$ cat config.mk
export PLATFORM = sky130hd
export DESIGN_NAME = fpga_tx_feeder
export DESIGN_NICKNAME = d
export VERILOG_FILES = /design/src/rtl/fpga_link_pkg.sv /design/src/rtl/fpga_sync_fifo.sv /design/src/rtl/fpga_tx_feeder.sv
export SDC_FILE = /design/constraint.sdc
export NUM_CORES = 1
export LEC_CHECK = 0
export CAP_MARGIN = 25
export CORE_MARGIN = 3
export CORE_UTILIZATION = 52
export DETAILED_ROUTE_END_ITERATION = 16
export GPL_TIMING_DRIVEN = 0
export PLACE_DENSITY_LB_ADDON = 0.15
export SLEW_MARGIN = 20
export SYNTH_ARGS = -nofsm -noshare
export SYNTH_HDL_FRONTEND = slang
export SYNTH_SLANG_ARGS = --single-unit
$ cat constraint.sdc
create_clock -name clock -period 2.3 [get_ports clock]
set_input_delay 0.46 -clock clock [delete_from_list [all_inputs] [get_ports clock]]
set_output_delay 0.46 -clock clock [all_outputs]
set_load 0.01 [all_outputs]
$ cat src/rtl/fpga_link_pkg.sv
// -----------------------------------------------------------------------------
// fpga_link_pkg
// Shared types and constants for the FPGA-to-FPGA link blocks (feeder,
// transmitter, receiver) and their benches.
//   BYTE_W                 - width of one link byte
//   feeder_state_t         - fpga_tx_feeder scheduler states
//   DEFAULT_GAP_CYCLES     - idle cycles with start low between frames
//   DEFAULT_TIMEOUT_CYCLES - cycles to wait for busy before aborting a frame
// -----------------------------------------------------------------------------
package fpga_link_pkg;

    localparam int BYTE_W                 = 8;
    localparam int DEFAULT_GAP_CYCLES     = 4;
    localparam int DEFAULT_TIMEOUT_CYCLES = 255;

    typedef enum logic [1:0] {
        IDLE   = 2'd0,
        ASSERT = 2'd1,
        ACTIVE = 2'd2,
        GAP    = 2'd3
    } feeder_state_t;

endpackage

$ cat src/rtl/fpga_sync_fifo.sv
// -----------------------------------------------------------------------------
// fpga_sync_fifo
// Single-clock FIFO with registered occupancy count. Pointers wrap modulo
// DEPTH (DEPTH must be a power of two). A push while full and a pop while
// empty are ignored. Push and pop in the same cycle both take effect.
// Ports:
//   clock, reset      - rising-edge clock, synchronous active-high reset
//   push, push_data   - write request and data
//   pop, pop_data     - read request; pop_data shows the head combinationally
//   count             - entries currently stored (0..DEPTH)
//   full, empty       - decoded from the registered count
// -----------------------------------------------------------------------------
module fpga_sync_fifo #(
    parameter int WIDTH = 8,
    parameter int DEPTH = 8
) (
    input  logic                   clock,
    input  logic                   reset,
    input  logic                   push,
    input  logic [WIDTH-1:0]       push_data,
    input  logic                   pop,
    output logic [WIDTH-1:0]       pop_data,
    output logic [$clog2(DEPTH):0] count,
    output logic                   full,
    output logic                   empty
);
    localparam int AW = $clog2(DEPTH);
    localparam int CW = AW + 1;

    logic [WIDTH-1:0] mem [DEPTH];
    logic [AW-1:0]    wr_ptr;
    logic [AW-1:0]    rd_ptr;
    logic             do_push;
    logic             do_pop;

    assign full     = (count == CW'(DEPTH));
    assign empty    = (count == '0);
    assign do_push  = push && !full;
    assign do_pop   = pop && !empty;
    assign pop_data = mem[rd_ptr];

    // Storage carries no reset; stale entries are never visible because the
    // count gates every read.
    always_ff @(posedge clock) begin
        if (do_push) begin
            mem[wr_ptr] <= push_data;
        end
    end

    always_ff @(posedge clock) begin
        if (reset) begin
            wr_ptr <= '0;
            rd_ptr <= '0;
            count  <= '0;
        end else begin
            if (do_push) begin
                wr_ptr <= wr_ptr + 1'b1;
            end
            if (do_pop) begin
                rd_ptr <= rd_ptr + 1'b1;
            end
            case ({do_push, do_pop})
                2'b10:   count <= count + 1'b1;
                2'b01:   count <= count - 1'b1;
                default: count <= count;
            endcase
        end
    end

endmodule

$ cat src/rtl/fpga_tx_feeder.sv
// -----------------------------------------------------------------------------
// fpga_tx_feeder
// Buffers producer bytes and schedules them one frame at a time into
// fpga_transmitter: loads sent_data, holds start until the transmitter has
// raised and dropped busy, then keeps start low for GAP_CYCLES cycles.
// Optional feature macro: FPGA_TX_FEEDER_TIMEOUT_EN -- aborts a frame whose
// busy never rises within TIMEOUT_CYCLES cycles of start and sets the sticky
// timeout_err flag. Without the macro timeout_err is tied 0.
// Ports:
//   clock, reset         - rising-edge clock, synchronous active-high reset
//   in_data/in_valid/in_ready - producer interface
//   sent_data, start     - request to the transmitter
//   busy                 - transmitter busy flag
//   fifo_count           - bytes currently buffered
//   frame_done           - one-cycle pulse when a frame completes
//   timeout_err          - sticky abort flag (optional feature)
//   state                - scheduler state, for observation
// Handshake: a byte transfers on a rising edge where in_valid && in_ready.
// in_ready depends only on the registered count, so a full FIFO refuses a
// push even in the cycle that pops it.
// -----------------------------------------------------------------------------
module fpga_tx_feeder
    import fpga_link_pkg::*;
#(
    parameter int DEPTH          = 8,
    parameter int GAP_CYCLES     = DEFAULT_GAP_CYCLES,
    parameter int TIMEOUT_CYCLES = DEFAULT_TIMEOUT_CYCLES
) (
    input  logic                   clock,
    input  logic                   reset,
    input  logic [BYTE_W-1:0]      in_data,
    input  logic                   in_valid,
    output logic                   in_ready,
    output logic [BYTE_W-1:0]      sent_data,
    output logic                   start,
    input  logic                   busy,
    output logic [$clog2(DEPTH):0] fifo_count,
    output logic                   frame_done,
    output logic                   timeout_err,
    output feeder_state_t          state
);
    localparam int GW = (GAP_CYCLES > 1) ? $clog2(GAP_CYCLES) : 1;
    localparam logic [GW-1:0] GAP_LAST = GW'(GAP_CYCLES - 1);

    if ((DEPTH < 2) || ((DEPTH & (DEPTH - 1)) != 0)) begin : g_bad_depth
        $error("fpga_tx_feeder: DEPTH must be a power of two >= 2");
    end
    if (GAP_CYCLES < 1) begin : g_bad_gap
        $error("fpga_tx_feeder: GAP_CYCLES must be >= 1");
    end
    if (TIMEOUT_CYCLES < 1) begin : g_bad_timeout
        $error("fpga_tx_feeder: TIMEOUT_CYCLES must be >= 1");
    end

    logic              fifo_full;
    logic              fifo_empty;
    logic              pop;
    logic [BYTE_W-1:0] head;
    logic [GW-1:0]     gap_cnt;

    // Popping only in IDLE guarantees sent_data never moves while start=1.
    assign pop      = (state == IDLE) && !fifo_empty;
    assign in_ready = !fifo_full;

    fpga_sync_fifo #(
        .WIDTH (BYTE_W),
        .DEPTH (DEPTH)
    ) u_fifo (
        .clock     (clock),
        .reset     (reset),
        .push      (in_valid),
        .push_data (in_data),
        .pop       (pop),
        .pop_data  (head),
        .count     (fifo_count),
        .full      (fifo_full),
        .empty     (fifo_empty)
    );

`ifdef FPGA_TX_FEEDER_TIMEOUT_EN
    localparam int TW = (TIMEOUT_CYCLES > 1) ? $clog2(TIMEOUT_CYCLES) : 1;
    localparam logic [TW-1:0] TO_LAST = TW'(TIMEOUT_CYCLES - 1);
    logic [TW-1:0] to_cnt;
`else
    assign timeout_err = 1'b0;
`endif

    always_ff @(posedge clock) begin
        if (reset) begin
            state      <= IDLE;
            sent_data  <= '0;
            start      <= 1'b0;
            frame_done <= 1'b0;
            gap_cnt    <= '0;
`ifdef FPGA_TX_FEEDER_TIMEOUT_EN
            to_cnt      <= '0;
            timeout_err <= 1'b0;
`endif
        end else begin
            frame_done <= 1'b0;
            case (state)
                IDLE: begin
                    if (pop) begin
                        sent_data <= head;
                        state     <= ASSERT;
`ifdef FPGA_TX_FEEDER_TIMEOUT_EN
                        to_cnt    <= '0;
`endif
                    end
                end
                ASSERT: begin
                    start <= 1'b1;
                    if (busy) begin
                        state <= ACTIVE;
                    end
`ifdef FPGA_TX_FEEDER_TIMEOUT_EN
                    // Only cycles in which start was already visible to the
                    // transmitter count toward the timeout.
                    else if (start) begin
                        if (to_cnt == TO_LAST) begin
                            timeout_err <= 1'b1;
                            start       <= 1'b0;
                            gap_cnt     <= '0;
                            state       <= GAP;
                        end else begin
                            to_cnt <= to_cnt + 1'b1;
                        end
                    end
`endif
                end
                ACTIVE: begin
                    start <= 1'b1;
                    if (!busy) begin
                        frame_done <= 1'b1;
                        start      <= 1'b0;
                        gap_cnt    <= '0;
                        state      <= GAP;
                    end
                end
                GAP: begin
                    start <= 1'b0;
                    if (gap_cnt == GAP_LAST) begin
                        state <= IDLE;
                    end else begin
                        gap_cnt <= gap_cnt + 1'b1;
                    end
                end
                default: state <= IDLE;
            endcase
        end
    end

endmodule
# Yosys cells after proc, flatten, opt, wreduce, memory -nomap -nowiden
# Memories as Yosys holds them, arrays and structs flattened. A register that Yosys moved wholly into a read port is not among the register bits.
# Cells that the tools add are included.
[totals]
mem_count = 1
register_bits = 16
mem_bits_rw = 64
wordCells = 54
inputBits = 12
[mem_list]
columns = ["memory", "depth", "word_bits", "read_ports", "rd_clocked_by_memory_dff", "wr", "line", "text"]
rows = [
  ["u_fifo.mem", 8, 8, 1, 1, 1, "fpga_sync_fifo.sv:30", "logic [WIDTH-1:0] mem [DEPTH];"],
]
[classes]
reduce_logical = 14
bitwise = 1
n_addsub = 5
muxes = 14
eq_ne = 12
[ops]
columns = ["op", "n"]
rows = [
  ["$mux W2", 6],
  ["$eq A2 B2 Y1 const B", 4],
  ["$ne A2 B2 Y1 const B", 4],
  ["$pmux W2 S4", 1],
  ["$pmux W4 S2", 1],
  ["$add A3 B1 Y3 const B", 2],
  ["$add A4 B1 Y4 const B", 1],
  ["$eq A2 B1 Y1 const B", 2],
  ["$eq A4 B4 Y1 const B", 1],
  ["$logic_not A4 Y1", 1],
  ["$mux W1", 4],
  ["$pmux W2 S2", 1],
  ["$reduce_and A4 Y1", 1],
  ["$reduce_bool A2 Y1", 2],
  ["$sub A4 B1 Y4 const B", 1],
  ["$logic_and A1 B1 Y1", 3],
  ["$pmux W1 S3", 1],
  ["$reduce_and A3 Y1", 1],
  ["$reduce_bool A3 Y1", 1],
  ["$add A2 B1 Y2 const B", 1],
  ["$logic_not A1 Y1", 2],
  ["$logic_not A2 Y1", 1],
  ["$ne A2 B1 Y1 const B", 1],
  ["$reduce_and A2 Y1", 1],
  ["other kinds (2)", 2],
]

# Depth between registers and ports, before layout
# Gate-level depths: netlist of run 1.
[depth]
depth_word = 6
depth_mapped = 11

# By module
# A second synthesis of run 1 with hierarchy kept.
[unflattened]
hier_cells = 249
area_unflattened_um2 = 3847.4
[by_module_without_submodules]
columns = ["mod", "n_inst", "cells_each", "area_each_um2", "seq_area_each_um2"]
rows = [
  ["fpga_sync_fifo", 1, 167, 3126.7, 2182.1],
  ["fpga_tx_feeder", 1, 82, 720.7, 280.3],
]

# Worst setup path after synthesis of run 1
# Ideal clock, no wire load.
[synth_timing]
path_kind = "reg2reg"
start = "register u_fifo.count[1]"
end = "register u_fifo.count[2]"
synth_period_minus_slack_ns = 2.422
slack_ns = -0.122
path_buffers = 2
t_arrival_ns = 2.349
setup_time_ns = 0.073
required_ns = 2.227
path_stages_with_launch = 12
cell_sequence = "dfxtp_1 > buf_6 > or4b_4 > buf_6 > nand2_8 > ha_1 > xor2_1 > ha_1 > a21oi_1 > xor2_1 > or3_1 > a21oi_1"
[synth_rtl]
columns = ["item", "line", "text"]
rows = [
  ["from (decl)", "fpga_sync_fifo.sv:23", "output logic [$clog2(DEPTH):0] count,"],
  ["from (signal assigned)", "fpga_sync_fifo.sv:63", "2'b10: count <= count + 1'b1;"],
  ["from (signal assigned)", "fpga_sync_fifo.sv:64", "2'b01: count <= count - 1'b1;"],
  ["from (signal assigned)", "fpga_sync_fifo.sv:65", "default: count <= count;"],
  ["$eq A4 B4 Y1 *", "fpga_sync_fifo.sv:36", "assign full = (count == CW'(DEPTH));"],
  ["$logic_not A1 Y1 *", "--", ""],
  ["net in_ready", "fpga_tx_feeder.sv:33", "output logic in_ready,"],
  ["$logic_and A1 B1 Y1 *", "fpga_sync_fifo.sv:38", "assign do_push = push && !full;"],
  ["$eq A2 B1 Y1 or $eq A2 B2 Y1 (tied branches)", "fpga_sync_fifo.sv:62", "case ({do_push, do_pop})"],
  ["$pmux W4 S2 or $reduce_bool A2 Y1 (tied branches)", "--", ""],
]
# The timed path passes the listed nets; every way through them passes the cells marked *.
# A chain may end at the register's enable or synchronous reset.

# Worst setup path in the final report of run 1
[layout_timing]
start = "register u_fifo.count[1]"
end = "register u_fifo.count[2]"
[layout_between]
elab_chain_cells = 6
[layout_rtl]
columns = ["item", "line", "text"]
rows = [
  ["$logic_not A4 Y1", "fpga_sync_fifo.sv:37", "assign empty = (count == '0);"],
  ["$logic_not A1 Y1", "fpga_sync_fifo.sv:39, fpga_tx_feeder.sv:62", ""],
  ["$logic_and A1 B1 Y1", "fpga_tx_feeder.sv:62", "assign pop = (state == IDLE) && !fifo_empty;"],
  ["$logic_and A1 B1 Y1", "fpga_sync_fifo.sv:39", "assign do_pop = pop && !empty;"],
  ["$eq A2 B1 Y1 or $eq A2 B2 Y1 (tied branches)", "fpga_sync_fifo.sv:62", ""],
  ["$pmux W4 S2 or $reduce_bool A2 Y1 (tied branches)", "--", ""],
]
# Parallel ways exist; a longest one is shown, timed or not.

==> results.env, run 1 <==
CRIT_PATH_MAX_FANOUT=5
STATUS='finished, final reports clean'
SYNTH.AVG_CELL_AREA_UM2=15.99
IO_BUFFER_COUNT=27
WL_PER_CELL_UM=17.60
CTS_MAX_PATH_BUFFERS=2
SYNTH.YOSYS.SEQ_AREA_SHARE_PCT=65.33
REPORT.FINAL.SETUP_VIOL=0
SYNTH.AREA.TOP_CELLS='sky130_fd_sc_hd__edfxtp_1, sky130_fd_sc_hd__dfxtp_1, sky130_fd_sc_hd__mux4_2, sky130_fd_sc_hd__ha_1, sky130_fd_sc_hd__nor2_1'
DIE_W_UM=90.10
TRITONCTS_NUM_SINKS=88
INTERNAL_POWER_mW=3.244
CRITICAL_PATH.CELL_CHAIN='or4b_4 > nand2_8 > ha_4 > xor2_2 > ha_2 > a21oi_2 > xor2_1 > or3_1 > a21oi_1'
IR_DROP_mV=0.5680
TRITONCTS='built'
SLOWEST_DELAY_NS=0.59
CTSHTREEMAXLEVEL=3
GLOBAL_ROUTE.OVERFLOW_TOTAL=0
NUMCTSBUFFERS=9
SYNTHESIS.YOSYS.WARNINGS=0
POWER_DENSITY_nW_PER_UM2=1089
DP_HPWL_UM=4366
PLACE_INST=354
GLOBALPLACE.CONGESTION=0.7263
CLOCK_SKEW_NS=0.005661
INITIAL_UTILIZATION_PCT=53.83
CRITICAL_PATH_BUF_INV_COUNT=0
SYNTH_ASYNC_SR_FLOP_SHARE_PCT=0
WORST_HOLD_SLACK_NS=0.4986
FIN_NETS=302
FINAL_CELL_COUNT_NO_FILL=380
CLK_PIN_SLEW_NS=0.08
ARRIVAL_TIME_AT_THE_WORST_ENDPOINT_NS=2.52
CRITICAL_PATH_CLASS='register to register'
FLOW.AREA_GROWTH_FROM_SYNTHESIS_PCT=19.33
LAYOUT_WORST_PATH_CYCLE_SHARE_PCT=97.79
DIE-AREA_UM2=8117
CP.REQUIRED_NS=2.58
CLK_LATENCY_NS=0.35
POST_ROUTE_CELLS_DRIVE_ABOVE_1_SHARE_PCT=29.23
ROWS=30
FINALWIRELENGTH_UM=6687
FINAL.SETUP.TNS_NS=0
CRIT_FAMILY='simple AND/OR/NAND/NOR gates'
SEQUENTIALPOWERSHARE_PCT=42.8
CLK_ROOT_BUFFER_CELL='sky130_fd_sc_hd__clkbuf_8'
NETLIST_AREA_UM2=3677
SYNTH-EDFF-COUNT=64
DIODES=0
KIND_OF_START_POINT_OF_THE_CRITICAL_PATH='register'
COREAREA_UM2=6832
YOSYSTOPAREACELLSHARE_PCT=52.26
SYNTH_TOP_CELL_BY_AREA='sky130_fd_sc_hd__edfxtp_1'
INITIAL_ANTENNA_VIOLATION_COUNT=0
POWER.SHARE.CLOCK_PCT=19.0
TRANSITION_TIME_AT_THE_PIN_WITH_THE_LEAST_SLEW_MARGIN_NS=0.8810
WORST_SLEW_MARGIN_REL_PCT=41.05
DETAIL_ROUTE.VIAS_PER_CELL=5.447
BOUNDARYPINS=30
MAXIMUM_FREQUENCY_FROM_STATIC_TIMING_ANALYSIS_MHz=444.6
P_COMB_SHARE_PCT=38.2
DRTITER0DRC=109
HOLDCRITPATHCLASS='register to register'
CLOCK_PERIOD_MINUS_WORST_SLACK_NS=2.249
MAXSLEWVIOLCOUNT=0
SYNTHESIS.NETS=253
GRT_START_MAX_NET_PINS=15
SWSHARE_PCT=32.09
VIAS_IN_THE_FIRST_GLOBAL_ROUTE=1956
GRT_USAGE_PCT=17.15
TOTAL_VIA_COUNT_IN_THE_ROUTED_DESIGN=2070
YS_SEQ_ELEMENTS=88
CHIPHEIGHT_UM=90.10
CRIT_SLOWEST_CELL='sky130_fd_sc_hd__or4b_4'
DRC=0
ANTENNA_LEFT=0
SYNTH.LIB_CELLS_USED.DISTINCT=43
CAP_VIOLATIONS=0
SYNTHFLOPTYPE='sky130_fd_sc_hd__edfxtp_1'
CRITICAL_PATH.ENDPOINT_TYPE='register'
REPORT.FINAL.HOLD_VIOL_COUNT=0
POST_SYNTH_INST_COUNT=230
NETSWITCHINGPOWER_mW=1.533
WIRE_LENGTH_OF_THE_FIRST_GLOBAL_ROUTING_PASS_UM=10520
DRT-PASS1-ITER-COUNT=4
LEAKAGEPOWER_nW=1.481
GRT_SETUP_UNREPAIRED='yes'
-- cell usage in the layout (no fill, tap or decap), types with 3 or more instances in the layout --
| cell | n |
|---|---|
| sky130_fd_sc_hd__edfxtp_1 | 64 |
| sky130_fd_sc_hd__clkdlybuf4s50_1 | 26 |
| sky130_fd_sc_hd__nor2_1 | 25 |
| sky130_fd_sc_hd__dfxtp_1 | 18 |
| sky130_fd_sc_hd__mux4_2 | 16 |
| sky130_fd_sc_hd__buf_4 | 14 |
| sky130_fd_sc_hd__nor3_2 | 12 |
| sky130_fd_sc_hd__clkbuf_8 | 9 |
| sky130_fd_sc_hd__o22ai_1 | 8 |
| sky130_fd_sc_hd__ha_1 | 8 |
| sky130_fd_sc_hd__nand2_1 | 5 |
| sky130_fd_sc_hd__mux2i_1 | 5 |
| sky130_fd_sc_hd__buf_6 | 4 |
| sky130_fd_sc_hd__nand2b_1 | 4 |
| sky130_fd_sc_hd__clkbuf_1 | 4 |
| sky130_fd_sc_hd__xor2_1 | 4 |
| sky130_fd_sc_hd__o21ai_0 | 4 |
| sky130_fd_sc_hd__dfxtp_2 | 4 |
| sky130_fd_sc_hd__inv_1 | 3 |
-- per-layer routing --
metal | vias to the layer above | global-route usage (%) | share of wire (%)
li1 | 975 | - | -
met1 | 1024 | 22.39 | 43
met2 | 56 | 28.38 | 51
met3 | 15 | 3.347 | 3.9
met4 | 0 | 6.888 | 2.2
met5 | - | 0 | 0
-- sequential cells by signal, indices dropped and copies added (netlist names) --
| signal | count |
|---|---|
| u_fifo.count | 4 |
| sent_data | 8 |
| state | 2 |
| u_fifo.mem | 64 |
| frame_done | 1 |
| start | 1 |
| u_fifo.rd_ptr | 3 |
| u_fifo.wr_ptr | 3 |
| gap_cnt | 2 |
-- logic make-up (layout without fill, tap and decap cells) --
group,count (synthesis),count (layout),synth area share [%]
DFF,88,88,65.33
and+or+nand+nor,62,62,10.24
AOI/OAI and AO/OA,23,23,4.287
muxes,23,23,11.77
buffers and inverters,15,69,2.654
adders and majority gates,11,11,3.743
xor gates and xnor gates,7,7,1.871
other,1,1,0.1020
-- per-stage QoR --
| stage | power, mW | utilization, % | setup WS (ns) | area [um2] |
|---|---|---|---|---|
| 3_5_place_dp | 3.731 | 60.27 | -0.2690 | 4118 |
| 2_1_floorplan | 3.215 | - | -0.009869 | 3694 |
| 5_1_grt | 5.064 | 64.23 | -0.06584 | 4388 |
| 3_3_place_gp | 3.681 | 59.78 | -0.7614 | 4084 |
| 4_1_cts | 4.667 | 62.88 | -0.03070 | 4295 |
| 6_report | 4.777 | 64.23 | 0.05077 | 4388 |
-- timing repair --
action                                 CTS  global route
setup buffers                            2            10
hold buffers                             0             0
pin swaps                                3             7
gates resized for setup                  7             8
setup endpoints to repair                4             2
endpoints found under the hold margin    0             0
-- worst register-to-register path, stage by stage, from the launching register on --
cell	delay [ns]
sky130_fd_sc_hd__dfxtp_4	0.36
sky130_fd_sc_hd__or4b_4	0.59
sky130_fd_sc_hd__nand2_8	0.11
sky130_fd_sc_hd__ha_4	0.17
sky130_fd_sc_hd__xor2_2	0.14
sky130_fd_sc_hd__ha_2	0.19
sky130_fd_sc_hd__a21oi_2	0.04
sky130_fd_sc_hd__xor2_1	0.14
sky130_fd_sc_hd__or3_1	0.30
sky130_fd_sc_hd__a21oi_1	0.14
-- power groups by stage --
stage	registers [mW]	logic (mW)	clock network, mW
6_report	2.04	1.83	0.908
5_1_grt	2.07	1.99	1.00
4_1_cts	2.04	1.69	0.935
3_5_place_dp	2.07	1.66	0
3_3_place_gp	2.06	1.62	0
2_1_floorplan	2.09	1.13	0
-- worst paths after layout --
kind         slack [ns]            start  cells after the start         endpoint
min                0.50     sent_data[0]                      2     sent_data[0]
max                0.05  u_fifo.count[1]                      9  u_fifo.count[2]
max reg2reg        0.05  u_fifo.count[1]                      9  u_fifo.count[2]
min reg2reg        0.50     sent_data[0]                      2     sent_data[0]
-- synth_stat cells, types with 2 or more instances --
| library cell | number |
|---|---|
| sky130_fd_sc_hd__inv_1 | 3 |
| sky130_fd_sc_hd__o21ai_0 | 4 |
| sky130_fd_sc_hd__buf_2 | 2 |
| sky130_fd_sc_hd__xor2_1 | 5 |
| sky130_fd_sc_hd__nor3_1 | 4 |
| sky130_fd_sc_hd__nand3_1 | 2 |
| sky130_fd_sc_hd__a22oi_1 | 2 |
| sky130_fd_sc_hd__a211oi_1 | 2 |
| sky130_fd_sc_hd__ha_1 | 11 |
| sky130_fd_sc_hd__edfxtp_1 | 64 |
| sky130_fd_sc_hd__buf_6 | 4 |
| sky130_fd_sc_hd__nor3_2 | 8 |
| sky130_fd_sc_hd__mux4_2 | 16 |
| sky130_fd_sc_hd__clkbuf_1 | 2 |
| sky130_fd_sc_hd__mux2_2 | 2 |
| sky130_fd_sc_hd__o22ai_1 | 8 |
| sky130_fd_sc_hd__nand2b_1 | 4 |
| sky130_fd_sc_hd__nand3b_1 | 2 |
| sky130_fd_sc_hd__mux2i_1 | 5 |
| sky130_fd_sc_hd__nor4_1 | 2 |
| sky130_fd_sc_hd__dfxtp_1 | 24 |
| sky130_fd_sc_hd__nor2_1 | 25 |
| sky130_fd_sc_hd__nor4bb_1 | 2 |
| sky130_fd_sc_hd__a21oi_1 | 3 |
| sky130_fd_sc_hd__buf_4 | 2 |
| sky130_fd_sc_hd__nand2_1 | 5 |
-- final cells by class --
class                           instances  area (um2)
Buffer                                 10       70.07
Clock buffer                           11       131.4
Clock inverter                          5       31.28
Fill cell                             522        2444
Inverter                                3       11.26
Multi-Input combinational cell        127        1239
Sequential cell                        88        2415
Tap cell                               96       120.1
Timing Repair Buffer                   40       370.4
Power figures use the tool's default switching activity.
==> run 2, diff against run 1 <==
Settings changed: CORE_UTILIZATION 52 to 35, PLACE_DENSITY from default to 0.59, PLACE_DENSITY_LB_ADDON 0.15 to default, REMOVE_ABC_BUFFERS from default to 1.
==> run 2 against run 1 <==
  * Via count shrank 4.1%
  * Cell area is essentially flat
  * Clock-buffer cell count is the same
  * Global-route usage shrank 4.8 points
  * Critical path type unchanged
  * Largest power group unchanged
==> results.env, run 2 (synthesis gave the netlist of run 1 again) <==
GROUTE.LAYER.MET3.USAGE_PCT=3.045
LAYOUT_WORST_PATH_CYCLE_SHARE_PCT=97.63
ROWS=36
GLOBALPLACE.CONGESTION=0.7137
WL_PER_CELL_UM=16.55
HOLDCRITPATHCLASS='register to register'
CRIT_PATH_MAX_FANOUT=10
START_POINT_OF_THE_WORST_HOLD_PATH='sent_data[6]'
CLK_LATENCY_NS=0.35
USE_MET2_PCT=20.30
GRT_START_MAX_NET_PINS=26
INTERNAL_POWER_mW=3.185
INITIAL_UTILIZATION_PCT=36.77
DP_HPWL_UM=4319
POST_ROUTE_CELLS_DRIVE_ABOVE_1_SHARE_PCT=28.73
WIRE_LENGTH_OF_THE_FIRST_GLOBAL_ROUTING_PASS_UM=10700
BOUNDARYPINS=30
R2R.WORST_PATH.CELLS=9
SOURCE_OF_THE_CRITICAL_TIMING_PATH='u_fifo.count[1]'
CP.REQUIRED_NS=2.57
FINAL_DESIGN_AREA_NO_FILL_UM2=4389
P_COMB_SHARE_PCT=33.9
SWSHARE_PCT=32.67
POWER.SHARE.CLOCK_PCT=20.9
TIMING.RR.START='u_fifo.count[1]'
CAP_VIOLATIONS=0
DIE-AREA_UM2=11770
CTS_MAX_PATH_BUFFERS=2
FLOW.AREA_GROWTH_FROM_SYNTHESIS_PCT=19.36
DRT-PASS1-ITER-COUNT=4
POST-ROUTE-UTIL_PCT=43.89
CLK_PIN_SLEW_NS=0.09
IO_BUFFER_COUNT=28
LEAKAGEPOWER_nW=1.471
KIND_OF_START_POINT_OF_THE_CRITICAL_PATH='register'
CLOCK_PERIOD_MINUS_WORST_SLACK_NS=2.246
FIN_NETS=293
IR_DROP_mV=0.3318
MAXSLEWVIOLCOUNT=0
TRANSITION_TIME_AT_THE_PIN_WITH_THE_LEAST_SLEW_MARGIN_NS=0.8962
FINAL.SETUP.TNS_NS=0
GRT.MET1_USAGE_PCT=15.28
HOLD_DEPTH=2
CTSHTREEMAXLEVEL=3
NETSWITCHINGPOWER_mW=1.545
REPORT.FINAL.SETUP_VIOL=0
PLACE_INST=384
R2R_SLACK_NS=0.05
FINALWIRELENGTH_UM=6753
COREAREA_UM2=10000
MAXIMUM_FREQUENCY_FROM_STATIC_TIMING_ANALYSIS_MHz=445.3
TRITONCTS_NUM_SINKS=88
STATUS='finished, final reports clean'
GLOBAL_ROUTE.OVERFLOW_TOTAL=0
DRTITER0DRC=62
NUMCTSBUFFERS=9
REPORT.FINAL.HOLD_VIOL_COUNT=0
BIGGESTREGSBYFLOPS='u_fifo.mem x64, sent_data x8, u_fifo.count x4'
HOLDBUFCOUNTCTS=0
CRITICAL_PATH.ENDPOINT_TYPE='register'
ARRIVAL_TIME_AT_THE_WORST_ENDPOINT_NS=2.52
DIODES=0
WORST_SLEW_MARGIN_REL_PCT=40.03
REGISTERS.TOP_BY_FF_COUNT='u_fifo.mem'
CLK_ROOT_BUFFER_CELL='sky130_fd_sc_hd__clkbuf_8'
COMMONEST_CELLS_AFTER_ROUTING_FILL_AND_TAPS_ASIDE='sky130_fd_sc_hd__edfxtp_1, sky130_fd_sc_hd__nor2_1, sky130_fd_sc_hd__clkdlybuf4s50_1'
CLOCK_SKEW_NS=0.01100
TRITONCTS='built'
SEQUENTIALPOWERSHARE_PCT=45.2
DRC=0
TOTAL_VIA_COUNT_IN_THE_ROUTED_DESIGN=1985
MOST_COMMON_LIBRARY_CELL_IN_THE_LAYOUT_IGNORING_FILL_AND_TAPS='sky130_fd_sc_hd__edfxtp_1'
CRITICAL_PATH_CLASS='register to register'
POWER_DENSITY_nW_PER_UM2=1078
DIE_W_UM=108.5
ANTENNA_LEFT=0
GRT_USAGE_PCT=12.35
DETAIL_ROUTE.VIAS_PER_CELL=4.865
FINAL_CELL_COUNT_NO_FILL=408
CHIPHEIGHT_UM=108.5
GRT_SETUP_UNREPAIRED='yes'
FILLCELLCOUNT=931
PLACEDINSTANCEAREA_UM2=4098
VIAS_IN_THE_FIRST_GLOBAL_ROUTE=2029
INITIAL_ANTENNA_VIOLATION_COUNT=0
LARGEST_REGISTER_FF_COUNT=64
GLOBAL_ROUTE.PEAK_USAGE_LAYER='met2'
run 2: per-layer routing:
| metal | vias to the layer above | part of all wire, % |
|---|---|---|
| met5 | - | 0 |
| met4 | 0 | 2.3 |
| met3 | 15 | 3.4 |
| met2 | 35 | 50 |
| met1 | 978 | 45 |
| li1 | 957 | - |
run 2: cell type report:
class,count,area [um2],share of cell area [%]
Timing Repair Buffer,41,374.1,8.523
Tap cell,133,166.4,3.791
Clock buffer,11,141.4,3.221
Clock inverter,5,40.04,0.9122
Sequential cell,88,2416,55.05
Inverter,3,11.26,0.2566
Multi-Input combinational cell,127,1240,28.25
run 2: final timing paths:
| check | end |
|---|---|
| max | u_fifo.count[2] |
| min | sent_data[6] |
| max reg2reg | u_fifo.count[2] |
| min reg2reg | sent_data[6] |
run 2: power groups by stage:
| stage | sequential, mW | combinational [mW] | clock, mW |
|---|---|---|---|
| 6_report | 2.14 | 1.60 | 0.987 |
| 5_1_grt | 2.18 | 1.75 | 1.08 |
| 4_1_cts | 2.15 | 1.52 | 1.02 |
| 3_5_place_dp | 2.17 | 1.46 | 0 |
| 3_3_place_gp | 2.16 | 1.42 | 0 |
| 2_1_floorplan | 2.15 | 0.947 | 0 |
run 2: worst max-delay path, stage by stage (launching register included):
cell and delay, ns:
sky130_fd_sc_hd__dfxtp_4 0.40, sky130_fd_sc_hd__or4b_4 0.58, sky130_fd_sc_hd__nand2_8 0.09, sky130_fd_sc_hd__ha_4 0.16
sky130_fd_sc_hd__xor2_2 0.14, sky130_fd_sc_hd__ha_2 0.19, sky130_fd_sc_hd__a21oi_2 0.04, sky130_fd_sc_hd__xor2_1 0.14
sky130_fd_sc_hd__or3_1 0.30, sky130_fd_sc_hd__a21oi_1 0.13
run 2: timing repair:
action,in CTS,in global routing
buffers inserted,3,5
pin swaps,2,6
endpoints found under the setup margin,12,2
resized for setup,9,8
hold endpoints to repair,0,0
run 2: through the flow:
stage	worst slack, ns	total power, mW	hold slack [ns]
5_1_grt	-0.03325	5.018	0.5410
6_report	0.05442	4.730	0.5012
4_1_cts	0.01596	4.687	0.5124
3_5_place_dp	-0.4895	3.634	0.4930
2_1_floorplan	-0.09147	3.097	0.5066
3_3_place_gp	-1.013	3.584	0.4792
==> run 3, diff against run 2 <==
Settings changed: PLACE_DENSITY 0.59 to 0.57.
Clock period 2.3 ns to 2.6 ns, I/O delays scaled along.
==> run 3 against run 2 <==
  * First-iteration DRC count grew 3.2%
  * Clock-buffer cell count is 2 lower
  * Global-route usage about the same
  * Die area unchanged
  * Worst hold slack improved by 0.0047 ns
  * Fmax down 8.1%
  * Cell count shrank 2.5%
  * Via count down 2.0%
  * Sequential cell count unchanged
==> results.env, run 3 (synthesis gave the netlist of run 1 again) <==
VIAS_IN_THE_FIRST_GLOBAL_ROUTE=2012
LEAKAGEPOWER_nW=1.423
STATUS='finished, final reports clean'
ANTENNA_LEFT=0
MAXIMUM_FREQUENCY_FROM_STATIC_TIMING_ANALYSIS_MHz=409.2
GRT_SETUP_UNREPAIRED='no'
LARGEST_REGISTER_FF_COUNT=64
FINAL.SETUP.TNS_NS=0
WORST_HOLD_SLACK_NS=0.5059
CRIT_FAMILY='simple AND/OR/NAND/NOR gates'
CRITICAL_PATH_DEPTH=9
CP.REQUIRED_NS=2.88
R2R.WORST_PATH.CELLS=9
TOTALPOWERFINAL_mW=4.145
CRITICAL_PATH_BUF_INV_COUNT=0
DRT-PASS1-ITER-COUNT=4
HOLDBUFCOUNTCTS=0
REGISTERS.TOP_BY_FF_COUNT='u_fifo.mem'
FLOW.AREA_GROWTH_FROM_SYNTHESIS_PCT=17.01
PLACEDINSTANCEAREA_UM2=4075
CLK_LATENCY_NS=0.35
LAYOUT_WORST_PATH_CYCLE_SHARE_PCT=93.99
SLOWEST_DELAY_NS=0.61
CLK_ROOT_BUFFER_CELL='sky130_fd_sc_hd__clkbuf_8'
FIN_NETS=283
CLK_PIN_SLEW_NS=0.09
INITIAL_UTILIZATION_PCT=36.77
CRITICAL_PATH.ENDPOINT_TYPE='register'
FINAL_CELL_COUNT_NO_FILL=398
CAP_VIOLATIONS=0
COMMONEST_CELLS_AFTER_ROUTING_FILL_AND_TAPS_ASIDE='sky130_fd_sc_hd__edfxtp_1, sky130_fd_sc_hd__clkdlybuf4s50_1, sky130_fd_sc_hd__nor2_1'
DETAIL_ROUTE.VIAS_PER_CELL=4.889
GLOBALPLACE.CONGESTION=0.6950
BIGGESTREGSBYFLOPS='u_fifo.mem x64, sent_data x8, u_fifo.count x4'
DP_HPWL_UM=4178
GRT_USAGE_PCT=12.32
CLOCK_SKEW_NS=0.009977
FINAL_DESIGN_AREA_NO_FILL_UM2=4303
WORST_SLEW_MARGIN_REL_PCT=39.35
DRTITER0DRC=64
TRITONCTS='built'
CLOCK_PERIOD_MINUS_WORST_SLACK_NS=2.444
CRITICAL_PATH.CELL_CHAIN='or4b_4 > nand2_8 > ha_2 > xor2_1 > ha_1 > a21oi_1 > xor2_1 > or3_1 > a21oi_1'
CTSHTREEMAXLEVEL=3
REPORT.FINAL.SETUP_VIOL=0
CHIPHEIGHT_UM=108.5
POST-ROUTE-UTIL_PCT=43.03
MOST_COMMON_LIBRARY_CELL_IN_THE_LAYOUT_IGNORING_FILL_AND_TAPS='sky130_fd_sc_hd__edfxtp_1'
CRIT_SLOWEST_CELL='sky130_fd_sc_hd__or4b_4'
FINAL_CRITICAL_PATH_SETUP_SLACK_NS=0.1562
REPORT.FINAL.HOLD_VIOL_COUNT=0
POST_ROUTE_CELLS_DRIVE_ABOVE_1_SHARE_PCT=24.53
TRITONCTS_NUM_SINKS=88
CRIT_PATH_MAX_FANOUT=8
TRANSITION_TIME_AT_THE_PIN_WITH_THE_LEAST_SLEW_MARGIN_NS=0.9085
POWER_DENSITY_nW_PER_UM2=963.3
NUMCTSBUFFERS=9
COREAREA_UM2=10000
BOUNDARYPINS=30
CRITICAL_PATH_CLASS='register to register'
HOLDCRITPATHCLASS='register to register'
FINALWIRELENGTH_UM=6570
IR_DROP_mV=0.2971
MAXSLEWVIOLCOUNT=0
INITIAL_ANTENNA_VIOLATION_COUNT=0
DIE-AREA_UM2=11770
PLACE_INST=381
TOTAL_VIA_COUNT_IN_THE_ROUTED_DESIGN=1946
DRC=0
KIND_OF_START_POINT_OF_THE_CRITICAL_PATH='register'
POST-PLACE-WS_NS=-0.2541
ARRIVAL_TIME_AT_THE_WORST_ENDPOINT_NS=2.72
ROWS=36
CTS_MAX_PATH_BUFFERS=2
IO_BUFFER_COUNT=28
WIRE_LENGTH_OF_THE_FIRST_GLOBAL_ROUTING_PASS_UM=10700
DIODES=0
GLOBAL_ROUTE.OVERFLOW_TOTAL=0
GRT_START_MAX_NET_PINS=26
DIE_W_UM=108.5
WL_PER_CELL_UM=16.51
HOLD_DEPTH=2
run 3: cell types whose count changed in the layout (fill, tap and decap cells not counted), sizes merged:
cell | previous run | this run
buf | 14 | 4
clkbuf | 11 | 9
clkdlybuf4s50 | 25 | 27
bufinv | 0 | 1
dlygate4sd2 | 1 | 0
dlymetal6s2s | 1 | 0
inv | 5 | 6
run 3: path summary, 6_finish.rpt:
path                   startpoint               to  slack, ns
setup / recovery  u_fifo.count[2]  u_fifo.count[2]       0.16
hold / removal       sent_data[3]     sent_data[3]       0.51
setup reg to reg  u_fifo.count[2]  u_fifo.count[2]       0.16
hold reg to reg      sent_data[3]     sent_data[3]       0.51
run 3: tightest hold or removal path, cell delays in order (launching register included):
cell and delay [ns]:
sky130_fd_sc_hd__dfxtp_1 0.34, sky130_fd_sc_hd__nor2_1 0.05, sky130_fd_sc_hd__nor3_2 0.08
run 3: timing repair:
| item | 4_1_cts | 5_1_grt |
|---|---|---|
| setup buffers | 0 | 1 |
| resized for setup | 2 | 5 |
| pin swaps | 0 | 1 |
| setup endpoints to repair | 2 | 2 |
run 3: per-layer routing:
layer  vias to the layer above  track usage (%)  part of all wire [%]
li1                        942                -                     -
met1                       970            15.04                    44
met2                        27            20.92                    51
met3                         7            2.806                   3.2
met4                         0            5.320                   1.6
met5                         -                0                     0
run 3: cell type report:
cell class	instances	area, um2
tap	133	166.4
multi-input combinational	127	1216
inverter	3	11.26
clock buffer	9	123.9
sequential	88	2409
clock inverter	7	78.83
timing repair buffer	31	297.8
fill	941	5697
run 3: report_power, final:
| part | internal [mW] | switching, mW |
|---|---|---|
| registers | 1.69 | 0.211 |
| clock network | 0.456 | 0.506 |
| logic | 0.664 | 0.621 |
| total | 2.81 | 1.34 |
